### config.mk
export PLATFORM = sky130hd
export DESIGN_NAME = scaler_step_ctrl
export DESIGN_NICKNAME = d
export VERILOG_FILES = /design/src/rtl/scaler_step_ctrl.sv
export SDC_FILE = /design/constraint.sdc
export NUM_CORES = 1
export LEC_CHECK = 0
export CAP_MARGIN = 20
export CORE_ASPECT_RATIO = 1.75
export CORE_MARGIN = 10
export CORE_UTILIZATION = 30
export CTS_BUF_LIST = sky130_fd_sc_hd__clkbuf_4 sky130_fd_sc_hd__clkbuf_8
export DETAILED_ROUTE_END_ITERATION = 10
export PLACE_DENSITY = 0.61
export SLEW_MARGIN = 15
export SYNTH_ARGS = -nofsm -noshare
export SYNTH_HDL_FRONTEND = slang
export SYNTH_SLANG_ARGS = --single-unit
### constraint.sdc
create_clock -name clk -period 3.2 [get_ports clk]
set_input_delay 0.48 -clock clk [delete_from_list [all_inputs] [get_ports clk]]
set_output_delay 0.48 -clock clk [all_outputs]
set_load 0.005 [all_outputs]
### src/rtl/scaler_step_ctrl.sv
// -----------------------------------------------------------------------------
// scaler_step_ctrl
//
// Configuration sequencer for the horizontal cubic scaler. Takes an input /
// output line width pair and computes scale_step = in_width * PIXEL_STEP /
// out_width with a serial restoring divider. The result is held as pending
// and only becomes the active step at a frame start (de_i & vs_i), so a frame
// is never scaled with mixed steps.
//
// Ports
//   clk            system clock, rising edge
//   rst            asynchronous, active-high reset
//   cfg_in_width   source line width in pixels
//   cfg_out_width  destination line width in pixels
//   cfg_valid      config request
//   cfg_ready      config can be accepted this cycle
//   cfg_err        one-cycle pulse: request rejected (a width was zero)
//   de_i/hs_i/vs_i scaler input syncs (hs_i reserved, unused)
//   scale_step     active step, wired to the scaler
//   step_upd       one-cycle pulse: scale_step changed this cycle
//   step_sat       active step was clamped
//   busy           division in progress
//
// state | meaning
// ------+------------------------------------------------
// IDLE  | nothing pending
// DIV   | serial division running, one quotient bit/cycle
// PEND  | result held, waiting for a frame start
// -----------------------------------------------------------------------------
module scaler_step_ctrl #(
    parameter int PIXEL_STEP = 4096,
    parameter int W_WIDTH    = 13
) (
    input  logic               clk,
    input  logic               rst,
    input  logic [W_WIDTH-1:0] cfg_in_width,
    input  logic [W_WIDTH-1:0] cfg_out_width,
    input  logic               cfg_valid,
    output logic               cfg_ready,
    output logic               cfg_err,
    input  logic               de_i,
    input  logic               hs_i,
    input  logic               vs_i,
    output logic [15:0]        scale_step,
    output logic               step_upd,
    output logic               step_sat,
    output logic               busy
);

    localparam int PB       = $clog2(PIXEL_STEP);
    localparam int NUM_BITS = W_WIDTH + PB;
    localparam int CW       = $clog2(NUM_BITS);
    // Quotient is compared against 16'hFFFF at a width that fits both.
    localparam int QW       = (NUM_BITS > 16) ? NUM_BITS : 16;

    localparam logic [1:0] ST_IDLE = 2'd0;
    localparam logic [1:0] ST_DIV  = 2'd1;
    localparam logic [1:0] ST_PEND = 2'd2;

    logic [1:0]          state;
    logic [NUM_BITS-1:0] num;
    logic [W_WIDTH-1:0]  den;
    logic [NUM_BITS-1:0] quo;
    logic [W_WIDTH:0]    rem;
    logic [CW-1:0]       cnt;
    logic [15:0]         pending;
    logic                pending_sat;
    logic                apply_q;
    logic                err_q;

    logic                frame_start;
    logic                accept;
    logic                cfg_zero;
    logic                do_load;
    logic [W_WIDTH:0]    rem_shift;
    logic                sub_ok;
    logic [W_WIDTH:0]    rem_next;
    logic [NUM_BITS-1:0] quo_next;
    logic [QW-1:0]       quo_ext;
    logic [1:0]          unused_bits;

    // hs_i is reserved for line-granular updates; rem's MSB is always zero
    // after a restoring step because rem < den.
    assign unused_bits = {hs_i, rem[W_WIDTH]};

    assign frame_start = de_i & vs_i;
    assign cfg_ready   = (state != ST_DIV);
    assign busy        = (state == ST_DIV);
    assign accept      = cfg_valid & cfg_ready;
    assign cfg_zero    = (cfg_in_width == '0) | (cfg_out_width == '0);
    assign do_load     = accept & ~cfg_zero;

    // One restoring step: bring in the next numerator bit, subtract if it fits.
    assign rem_shift = {rem[W_WIDTH-1:0], num[NUM_BITS-1]};
    assign sub_ok    = (rem_shift >= {1'b0, den});
    assign rem_next  = sub_ok ? (rem_shift - {1'b0, den}) : rem_shift;
    assign quo_next  = {quo[NUM_BITS-2:0], sub_ok};
    assign quo_ext   = QW'(quo_next);

    always_ff @(posedge clk or posedge rst) begin
        if (rst) begin
            state       <= ST_IDLE;
            num         <= '0;
            den         <= '0;
            quo         <= '0;
            rem         <= '0;
            cnt         <= '0;
            pending     <= '0;
            pending_sat <= 1'b0;
            apply_q     <= 1'b0;
            err_q       <= 1'b0;
            cfg_err     <= 1'b0;
            scale_step  <= 16'(PIXEL_STEP);
            step_sat    <= 1'b0;
            step_upd    <= 1'b0;
        end else begin
            // Rejection and frame-start application both surface one edge
            // after the edge that sampled them.
            err_q    <= accept & cfg_zero;
            cfg_err  <= err_q;
            apply_q  <= (state == ST_PEND) & frame_start;
            step_upd <= 1'b0;

            // pending cannot change within one cycle of leaving PEND (a new
            // division takes NUM_BITS cycles), so it is safe to read here.
            if (apply_q) begin
                scale_step <= pending;
                step_sat   <= pending_sat;
                step_upd   <= 1'b1;
            end

            case (state)
                ST_IDLE: begin
                    if (do_load) begin
                        state <= ST_DIV;
                    end
                end
                ST_DIV: begin
                    num <= {num[NUM_BITS-2:0], 1'b0};
                    rem <= rem_next;
                    quo <= quo_next;
                    cnt <= cnt - 1'b1;
                    if (cnt == '0) begin
                        state <= ST_PEND;
                        if (quo_ext > QW'(16'hFFFF)) begin
                            pending     <= 16'hFFFF;
                            pending_sat <= 1'b1;
                        end else if (quo_next == '0) begin
                            // A zero step would stall the scaler's output counter.
                            pending     <= 16'd1;
                            pending_sat <= 1'b1;
                        end else begin
                            pending     <= quo_ext[15:0];
                            pending_sat <= 1'b0;
                        end
                    end
                end
                ST_PEND: begin
                    if (do_load) begin
                        state <= ST_DIV;
                    end else if (frame_start) begin
                        state <= ST_IDLE;
                    end
                end
                default: state <= ST_IDLE;
            endcase

            if (do_load) begin
                num <= {cfg_in_width, {PB{1'b0}}};
                den <= cfg_out_width;
                quo <= '0;
                rem <= '0;
                cnt <= CW'(NUM_BITS - 1);
            end
        end
    end

endmodule

==> run summary <==
Measured along the y axis, the die boundary spans 192 µm. In this run the most critical hold path is launched from err_q. The clock arrives with 9.99 ps of skew. Top fanout value on the critical path: 11. Counting every net in the synthesized netlist gives 566. The worst slack after detailed placement is 174 ps, and the required arrival time at the worst endpoint is 3510 ps. The count of flip-flops with a built-in enable after synthesis is 0, and the area of the core is 16500 µm². Layout-stage area growth over the synthesis result: 20.3%. In the synthesized netlist the async set-or-reset flop fraction comes to 100%. The proportion of layout cells with a drive suffix above 1 came out at 9.79%. Number of antenna violations at the first check in global routing: 0.

Headroom to the max-slew limit came out at 54.4%. The global routing usage summed across all routing layers was 10.2%; the global-route wire length before repair was 19300 µm. IR analysis of the VDD net gives a maximum drop of 446 µV. The wire length per cell after detailed routing works out to 14.4 µm. Startpoint of the worst setup timing path: num[24]. Setup slack on the critical path of the routed design comes to 552 ps. After clock tree synthesis, the clock-pin slew on the worst setup and hold paths is 110 ps. For the count of mapped cells out of synthesis, the log shows 518. The finished layout holds 796 standard cells, fillers aside. In the routed layout, each cell is associated on average with a via count of 4.83.

Measured along the x axis, the die boundary spans 118 µm. At the end of the flow the core is filled with cells to 36.8%. In this run the number of H-tree levels came out at 3. Setup repair after global routing left no endpoint under its margin. The tools report the number of global-route vias before repair as 3970.

Share of the clock period used by the worst path: 82.8%. The critical path in this run is classified as flop to flop. For this run, the post-layout net count is 615. Including well taps, the total number of placed cells is 779. The finished cells cover 6080 µm².

Counting every sink on the clock net gives 108. After clock tree synthesis, the flow added hold-fix buffers numbering 0. The tools report the antenna diode count as 0.

The dominant register cell in the synthesized netlist was dfrtp_1. The average footprint of a synthesized cell came out at 9.76 µm². The areal power density over the cells works out to 1030 nW/µm².

In this run the core area contains 62 standard-cell rows. 53 I/O pins were placed. The DRC marker count from the first detailed-route iteration came out at 187. Number of pins with negative max-slew slack in the final report: 0. The register area share after synthesis is 53.5%. The die covers 22700 µm². Detailed placement finished with a half-perimeter wire length of 8310 µm. The congestion estimate from routability-driven global placement came to 0.922. Setup total negative slack on the finished layout was measured at 0 ps.

Buffers added to address setup during post-CTS repair amount to 0. For the finished layout, the period the worst path requires is 2650 ps. The buffer depth of the longest clock path came out at 2.

In this run the cell area of the synthesized design comes to 5060 µm². Buffers inserted during clock tree synthesis total 9. The logs give 0 for the antenna violation net count after detailed routing and 0 for the detailed-route DRC error count.

Clock tree synthesis selected as its root buffer the cell clkbuf_8. After detailed routing, the total wire length is 11500 µm. The count of buffers added on input and output ports is 51. Entering global routing, the biggest net connects 109 pins. The run gives 52 as the distinct cell type count after synthesis.

Once the clock tree was built, the resizer swapped 0 gates to a different size. The min-delay analysis places its worst path in the category flop to flop. The count of fill cells added during filler insertion is 1651.

For this run, the number of Yosys warnings is 0. The count of TritonRoute iterations in the first routing pass was 4; the count of state elements after synthesis was 108. In this run the critical register-to-register path is launched from num[24].

TritonCTS built the clock tree. The worst setup path is launched from a flop. Setup violations remaining at the end of the flow were counted as 0. Across all layers, the routed design uses 3844 vias.

The area after detailed placement was 5860 µm². The transition at the pin with the smallest max-transition slack is 678 ps, and the total leakage power is 2.71 nW. The maximum clock frequency was 378 MHz. The initial utilization of the core area, before any placement, comes to 30.6%. After global routing the overflow that remains totals 0. The run finished with clean final reports. The source-to-sink clock delay at the later pin of the worst-skew pair was 380 ps.

STA classifies the critical path endpoint as a flop. The logs give 0 for the final hold violation count and 0 for the number of max-cap violations. The signal arrival time at the worst endpoint is 2950 ps.
## where the power goes
group / leakage, nW / internal [W] / switching, W
clock network: 0.109 / 0.000384 / 0.000511
logic: 1.20 / 0.00128 / 0.00187
registers: 1.40 / 0.00188 / 0.000357
## worst max-delay path, cell delays in order, from the launching register on
cell and delay, ps:
dfrtp_1 460, inv_1 70, ha_1 230, fa_1 410
nor2b_1 160, o21ai_1 90, nand3_1 190, a31oi_4 250
or4_1 600, o21ai_1 130
## kinds of logic after synthesis
| family | after synthesis | synth area share (%) |
|---|---|---|
| simple gates | 193 | 16.8 |
| xor+xnor | 12 | 2.08 |
| flops | 108 | 53.5 |
| compound gates | 115 | 14.1 |
| fa+ha+maj | 16 | 4.11 |
| mux | 26 | 5.62 |
| buf+inv | 48 | 3.84 |
## sequential cells by signal (all words and copies together), names as in the netlist, 2 cells and up
name	cells
scale_step	16
num	13
state	2
pending	16
rem	13
cnt	5
quo	24
den	13
## synthesized netlist by cell type, types with 3 or more instances
| cell type | instances | area share (%) |
|---|---|---|
| a21o_1 | 4 | 0.59 |
| dfrtp_1 | 107 | 53 |
| xnor2_1 | 7 | 1.2 |
| inv_1 | 23 | 1.7 |
| nand3_1 | 7 | 0.69 |
| buf_1 | 3 | 0.22 |
| xor2_1 | 5 | 0.87 |
| nand2_1 | 119 | 8.8 |
| mux2i_1 | 7 | 1.4 |
| nor2_1 | 27 | 2.0 |
| ha_1 | 15 | 3.7 |
| o21ai_1 | 4 | 0.40 |
| nor3_1 | 10 | 0.99 |
| mux2_2 | 19 | 4.2 |
| nor4_1 | 9 | 1.1 |
| nand2b_1 | 3 | 0.37 |
| o21ai_0 | 63 | 6.2 |
| a31oi_1 | 3 | 0.37 |
| a32oi_1 | 6 | 1.0 |
| a21oi_1 | 7 | 0.69 |
| a22oi_1 | 12 | 1.8 |
| buf_2 | 5 | 0.49 |
| clkbuf_1 | 16 | 1.2 |
## worst paths after layout
path                       slack [ps]          to  cells past startpoint
max                               550     rem[12]                      9
min                               390     cfg_err                      0
max reg2reg                       550     rem[12]                      9
min reg2reg                       390     cfg_err                      0
max in group asynchronous        2130  pending[2]                      3
min in group asynchronous         560      den[0]                      3
## routing by layer
layer | global-route usage, % | part of all wire (%)
met2 | 19.0 | 54
met5 | 0 | 0
met1 | 10.8 | 40
met4 | 3.72 | 1.5
met3 | 2.35 | 4.3
## layout by cell type, fill, tap and decap left out, drive strengths merged, types with 10 or more instances in the layout
cell,Yosys,routed
a22oi,12,12
buf,9,12
clkdlybuf4s50,0,51
dfrtp,107,107
ha,15,15
inv,23,26
mux2,19,19
nand2,119,119
nor2,28,28
nor3,10,10
o21ai,68,68
## final cells by class
class | instances | area [µm²] | share of cell area (%)
Tap cell | 224 | 280 | 4.61
Inverter | 23 | 90.1 | 1.48
Clock inverter | 7 | 92.6 | 1.52
Clock buffer | 9 | 124 | 2.04
Timing Repair Buffer | 63 | 629 | 10.3
Sequential cell | 108 | 2700 | 44.4
Multi-Input combinational cell | 362 | 2160 | 35.6
## per-stage QoR
step	total power (W)	hold WS, ps
3_5_place_dp	0.00542	368
4_1_cts	0.00632	387
5_1_grt	0.00685	404
6_report	0.00629	393
3_3_place_gp	0.00525	368
2_1_floorplan	0.00458	331
Note: power is estimated with default switching activity, not from simulation.
==> edit 1: new RTL, same flow settings <==
The parameter `PIXEL_STEP` goes from 4096 to 16384.
--- a/src/rtl/scaler_step_ctrl.sv
+++ b/src/rtl/scaler_step_ctrl.sv
@@ -29,5 +29,5 @@
 // -----------------------------------------------------------------------------
 module scaler_step_ctrl #(
-    parameter int PIXEL_STEP = 4096,
+    parameter int PIXEL_STEP = 16384,
     parameter int W_WIDTH    = 13
 ) (
Behaviour: not the same (a bounded check fails within 4 cycles, from zero or initial values and one cycle with rst high).
==> edit 1 against the unedited design <==
- sequential cell count up 2
- routed wire length up 3.6%
- global-route usage up 0.34 points
- critical path type unchanged
- area after synthesis up 3.6%
- clock power up 2.5%
- highest routed layer unchanged
- final area up 2.4%
- largest power group unchanged
- worst setup slack better by 0.035 ns
- first-iteration DRC count up 22%
- critical path depth unchanged
- total power down 3.0%
==> edit 1: results (changes against the unedited design) <==
Status
  • Run status: complete, no violations (unchanged)

Timing
  • Actual slew at the worst max-slew pin: 0.721 ns (was 0.678 ns)

Worst setup path
  • CP top delay family: compound AO/OA/AOI/OAI gates (was simple AND/OR/NAND/NOR gates)

Drt
  • Wire length on met3: 450 microns (was 498 microns)
  • Via count: 3,853 (was 3,844)
  • Routed met2 length: 6440 microns (was 6180 microns)
  • First-pass detailed-route iteration total: 6 (was 4)
  • Drt total wl: 11,900 microns (was 11,500 microns)

Global route
  • Largest net degree at the start of global routing: 65 (was 109)
  • Met2 global-route usage: 18.8% (was 19.0%)
  • Met3 track demand over resource in global routing: 2.47% (was 2.35%)
  • Via count of the first global-routing pass: 4,006 (was 3,970)

Synthesis
  • Yosys cell types: 57 (was 52)
  • Post-synthesis mux area share: 7.88% (was 5.62%)
  • Post-synth net total: 560 (was 566)
  • Top cells by count, synth: 109 x sky130_fd_sc_hd__dfrtp_1, 92 x sky130_fd_sc_hd__nand2_1, 61 x sky130_fd_sc_hd__o21ai_0 (was 119 x sky130_fd_sc_hd__nand2_1, 107 x sky130_fd_sc_hd__dfrtp_1, 63 x sky130_fd_sc_hd__o21ai_0)
  • Post-synthesis xor/xnor area fraction: 1.50% (was 2.08%)
  • Post-Synth Adder-Cell Area: 3.96% (was 4.11%)

Power and ir drop
  • Max rail drop VDD: 354 uV (was 446 uV)
  • Static Leakage: 0.00261 uW (was 0.00271 uW)

Layout
  • Final layout net count: 602 (was 615)
  • Proportion of cell area occupied by multi-input gates: 36.1% (was 35.6%)
  • Combined area of the multi-input logic cells: 0.00225 sq mm (was 0.00216 sq mm)
  • Invs w/o clock: 22 (was 23)
  • Non-filler cells, final: 785 (was 796)
  • Largest registers in the final layout: quo: 26 flops, pending: 16 flops, scale_step: 16 flops (was quo: 24 flops, pending: 16 flops, scale_step: 16 flops)
  • Sequential cell area in the final layout: 0.00275 sq mm (was 0.00270 sq mm)

Floorplanning
  • Die boundary width: 120 microns (was 118 microns)

Placed design
  • Area of placed instances: 0.00601 sq mm (was 0.00586 sq mm)

Clock network
  • # clock sinks: 110 (was 108)
==> edit 1: cell types whose count changed after synthesis, moves of 11 or more <==
| cell | delta |
|---|---|
| sky130_fd_sc_hd__nand2_1 | -27 |
| sky130_fd_sc_hd__o22a_1 | +16 |
| sky130_fd_sc_hd__mux2i_1 | +14 |
| sky130_fd_sc_hd__a22oi_1 | -12 |
| sky130_fd_sc_hd__nor2_1 | -11 |
==> edit 1: where the power goes <==
part,leakage (uW),internal [uW],switching [uW]
Sequential,0.00136,1900,331
Combinational,0.00114,1300,1650
Clock,0.000109,460,457
Total,0.00261,3660,2430
==> edit 1: worst paths after layout <==
| path | start | endpoint | slack (ns) | depth (start not counted) |
|---|---|---|---|---|
| max | num[26]$_DFFE_PP0P_ | rem[0]$_DFFE_PP0P_ | 0.59 | 9 |
| min | err_q$_DFF_PP0_ | cfg_err$_DFF_PP0_ | 0.36 | 0 |
| max reg2reg | num[26]$_DFFE_PP0P_ | rem[0]$_DFFE_PP0P_ | 0.59 | 9 |
| min reg2reg | err_q$_DFF_PP0_ | cfg_err$_DFF_PP0_ | 0.36 | 0 |
| max in group asynchronous | rst | cnt[2]$_DFFE_PP0P_ | 1.94 | 3 |
| min in group asynchronous | rst | scale_step[13]$_DFFE_PP0P_ | 0.57 | 2 |
==> edit 1: worst register-to-register path: stages, from the launching register on <==
cell	delay [ns]
sky130_fd_sc_hd__dfrtp_1	0.44
sky130_fd_sc_hd__inv_1	0.07
sky130_fd_sc_hd__ha_1	0.23
sky130_fd_sc_hd__fa_1	0.38
sky130_fd_sc_hd__nand2b_1	0.20
sky130_fd_sc_hd__a21oi_2	0.31
sky130_fd_sc_hd__o31ai_4	0.12
sky130_fd_sc_hd__a31o_2	0.35
sky130_fd_sc_hd__or3_1	0.33
sky130_fd_sc_hd__o311ai_1	0.09
==> edit 2: new RTL, same settings <==
Without the edit above. The output `cfg_err` loses its register stage (`cfg_err` becomes a continuous assignment). Comments in the files are not updated.
--- a/src/rtl/scaler_step_ctrl.sv
+++ b/src/rtl/scaler_step_ctrl.sv
@@ -110,5 +110,4 @@
             apply_q     <= 1'b0;
             err_q       <= 1'b0;
-            cfg_err     <= 1'b0;
             scale_step  <= 16'(PIXEL_STEP);
             step_sat    <= 1'b0;
@@ -118,5 +117,4 @@
             // after the edge that sampled them.
             err_q    <= accept & cfg_zero;
-            cfg_err  <= err_q;
             apply_q  <= (state == ST_PEND) & frame_start;
             step_upd <= 1'b0;
@@ -176,4 +174,6 @@
     end
 
+    assign cfg_err = err_q;
+
 endmodule
 
Function: changed (Yosys sat finds a counterexample within 4 cycles, from zero or initial values and one cycle with rst high).
==> edit 2 against the unedited design <==
- sequential share of layout area decreased by 0.15 points
- global-route usage increased by 0.42 points
- clock skew about the same
- via count decreased by 1.7%
- routed wire length about the same
- total power decreased by 0.52%
- area after synthesis decreased by 0.49%
- worst setup slack improved by 0.043 ns
- final area decreased by 0.60%
- critical endpoint unchanged
- sequential cell count decreased by 1
- first-iteration DRC count increased by 21%
==> edit 2: results (changes against the unedited design) <==
Status
  • Run status: complete, no violations (unchanged)

Global route
  • Fraction of met1 tracks used by global routing: 11.7% (was 10.8%)
  • Met3 track demand over resource in global routing: 2.66% (was 2.35%)
  • Met2 global-route usage: 19.3% (was 19.0%)
  • Via count of the first global-routing pass: 4,005 (was 3,970)
  • Global-route wire length before repair: 19,800 microns (was 19,300 microns)
  • Largest net degree at the start of global routing: 51 (was 109)
  • Overall global routing resource usage: 10.6% (was 10.2%)

Timing
  • Actual slew at the worst max-slew pin: 0.733 ns (was 0.678 ns)
  • Clock skew after layout: 0.00988 ns (was 0.00999 ns)

Layout
  • Final layout net count: 613 (was 615)
  • Non-filler cells, final: 794 (was 796)

Clock network
  • Root buffer cell: sky130_fd_sc_hd__clkbuf_8 (unchanged)
  • H-tree Lvls: 3 (unchanged)

Synthesis
  • Post-synth net total: 565 (was 566)
  • Portion of the post-synthesis area used by sequential elements: 53.2% (was 53.5%)
  • Dominant cells by area after synthesis: sky130_fd_sc_hd__dfrtp_1 53%, sky130_fd_sc_hd__nand2_1 8.9%, sky130_fd_sc_hd__o21ai_0 6.3% (was sky130_fd_sc_hd__dfrtp_1 53%, sky130_fd_sc_hd__nand2_1 8.8%, sky130_fd_sc_hd__o21ai_0 6.2%)
  • Top cells by count, synth: 119 x sky130_fd_sc_hd__nand2_1, 106 x sky130_fd_sc_hd__dfrtp_1, 63 x sky130_fd_sc_hd__o21ai_0 (was 119 x sky130_fd_sc_hd__nand2_1, 107 x sky130_fd_sc_hd__dfrtp_1, 63 x sky130_fd_sc_hd__o21ai_0)

Drt
  • 1st-iter DRT viols: 226 (was 187)
  • First-pass detailed-route iteration total: 4 (unchanged)
  • Drt total wl: 11,400 microns (was 11,500 microns)

Power and ir drop
  • Switching power total: 2670 uW (was 2740 uW)
  • Static Leakage: 0.00269 uW (was 0.00271 uW)
  • Max rail drop VDD: 347 uV (was 446 uV)

Hold path
  • Worst min-delay path class: input pin to async pin (was register to register)

Worst setup path
  • Maximum fanout count along the critical path: 19 (was 11)
  • Worst EP arrival: 2.91 ns (was 2.95 ns)

Placed design
  • Final estimated routing congestion in global placement: 0.933 (was 0.922)
  • Post-placement cell count: 778 (was 779)
  • Post-detail-place hpwl: 8410 microns (was 8310 microns)
-- edit 2: cell count changes after synthesis, sizes merged --
cell,before,now
dfrtp,107,106
-- edit 2: path summary, 6_finish.rpt --
check                                             from                endpoint  slack, ns  depth (start not counted)
min in group clk                pending[7]$_DFFE_PP0P_  pending[7]$_DFFE_PP0P_       0.48                          2
worst min register to register  pending[7]$_DFFE_PP0P_  pending[7]$_DFFE_PP0P_       0.48                          2
max in group asynchronous                          rst     num[17]$_DFFE_PP0P_       1.97                          3
worst max-delay path                den[0]$_DFFE_PP0P_     rem[12]$_DFFE_PP0P_       0.60                          8
worst min-delay path                               rst      den[3]$_DFFE_PP0P_       0.46                          2
worst max register to register      den[0]$_DFFE_PP0P_     rem[12]$_DFFE_PP0P_       0.60                          8
-- edit 2: per-stage QoR --
step                total power (uW)  setup WS (ns)  instance area (sq um)  util [%]
floorplan                       4570           1.02                   5030         -
global placement                5210          0.649                   5820      35.4
detailed placement              5350          0.606                   5820      35.4
CTS                             6300          0.570                   6050      36.8
global route                    6840          0.456                   6050      36.8
finish                          6250          0.595                   6050      36.8
-- edit 2: cell type report --
type	instances	area, sq um
clock buffer	11	145
clock inverter	5	83.8
fill	1672	10400
inverter	23	90.1
multi-input combinational	362	2160
sequential	107	2680
tap	224	280
timing repair buffer	62	606
-- edit 2: cell families (layout without fill, tap and decap cells) --
kind of cell | after synthesis | in the layout | share of synthesized area (%)
AOI/OAI and AO/OA | 115 | 115 | 14.2
muxes | 26 | 26 | 5.65
DFF | 107 | 107 | 53.2
adders and majority gates | 16 | 16 | 4.13
xor gates and xnor gates | 12 | 12 | 2.09
buffers and inverters | 48 | 101 | 3.85
and+or+nand+nor | 193 | 193 | 16.9
-- edit 2: power by group through the flow --
stage	Sequential (uW)	Clock (uW)	Combinational, uW
6_report	2220	941	3090
2_1_floorplan	2140	0	2430
3_5_place_dp	2250	0	3100
5_1_grt	2290	1010	3540
4_1_cts	2220	968	3120
3_3_place_gp	2220	0	2980
-- edit 2: layer usage --
layer	up-vias	wire length [microns]
li1	1876	-
met2	57	6100
met5	-	0
met3	17	432
met4	0	182
met1	1830	4730
-- edit 2: worst max-delay path: cells and delay by family (launching register included) --
family | cells | cell delay [ns]
simple gates | 3 | 0.96
flops | 1 | 0.43
fa+ha+maj | 2 | 0.64
compound gates | 3 | 0.52
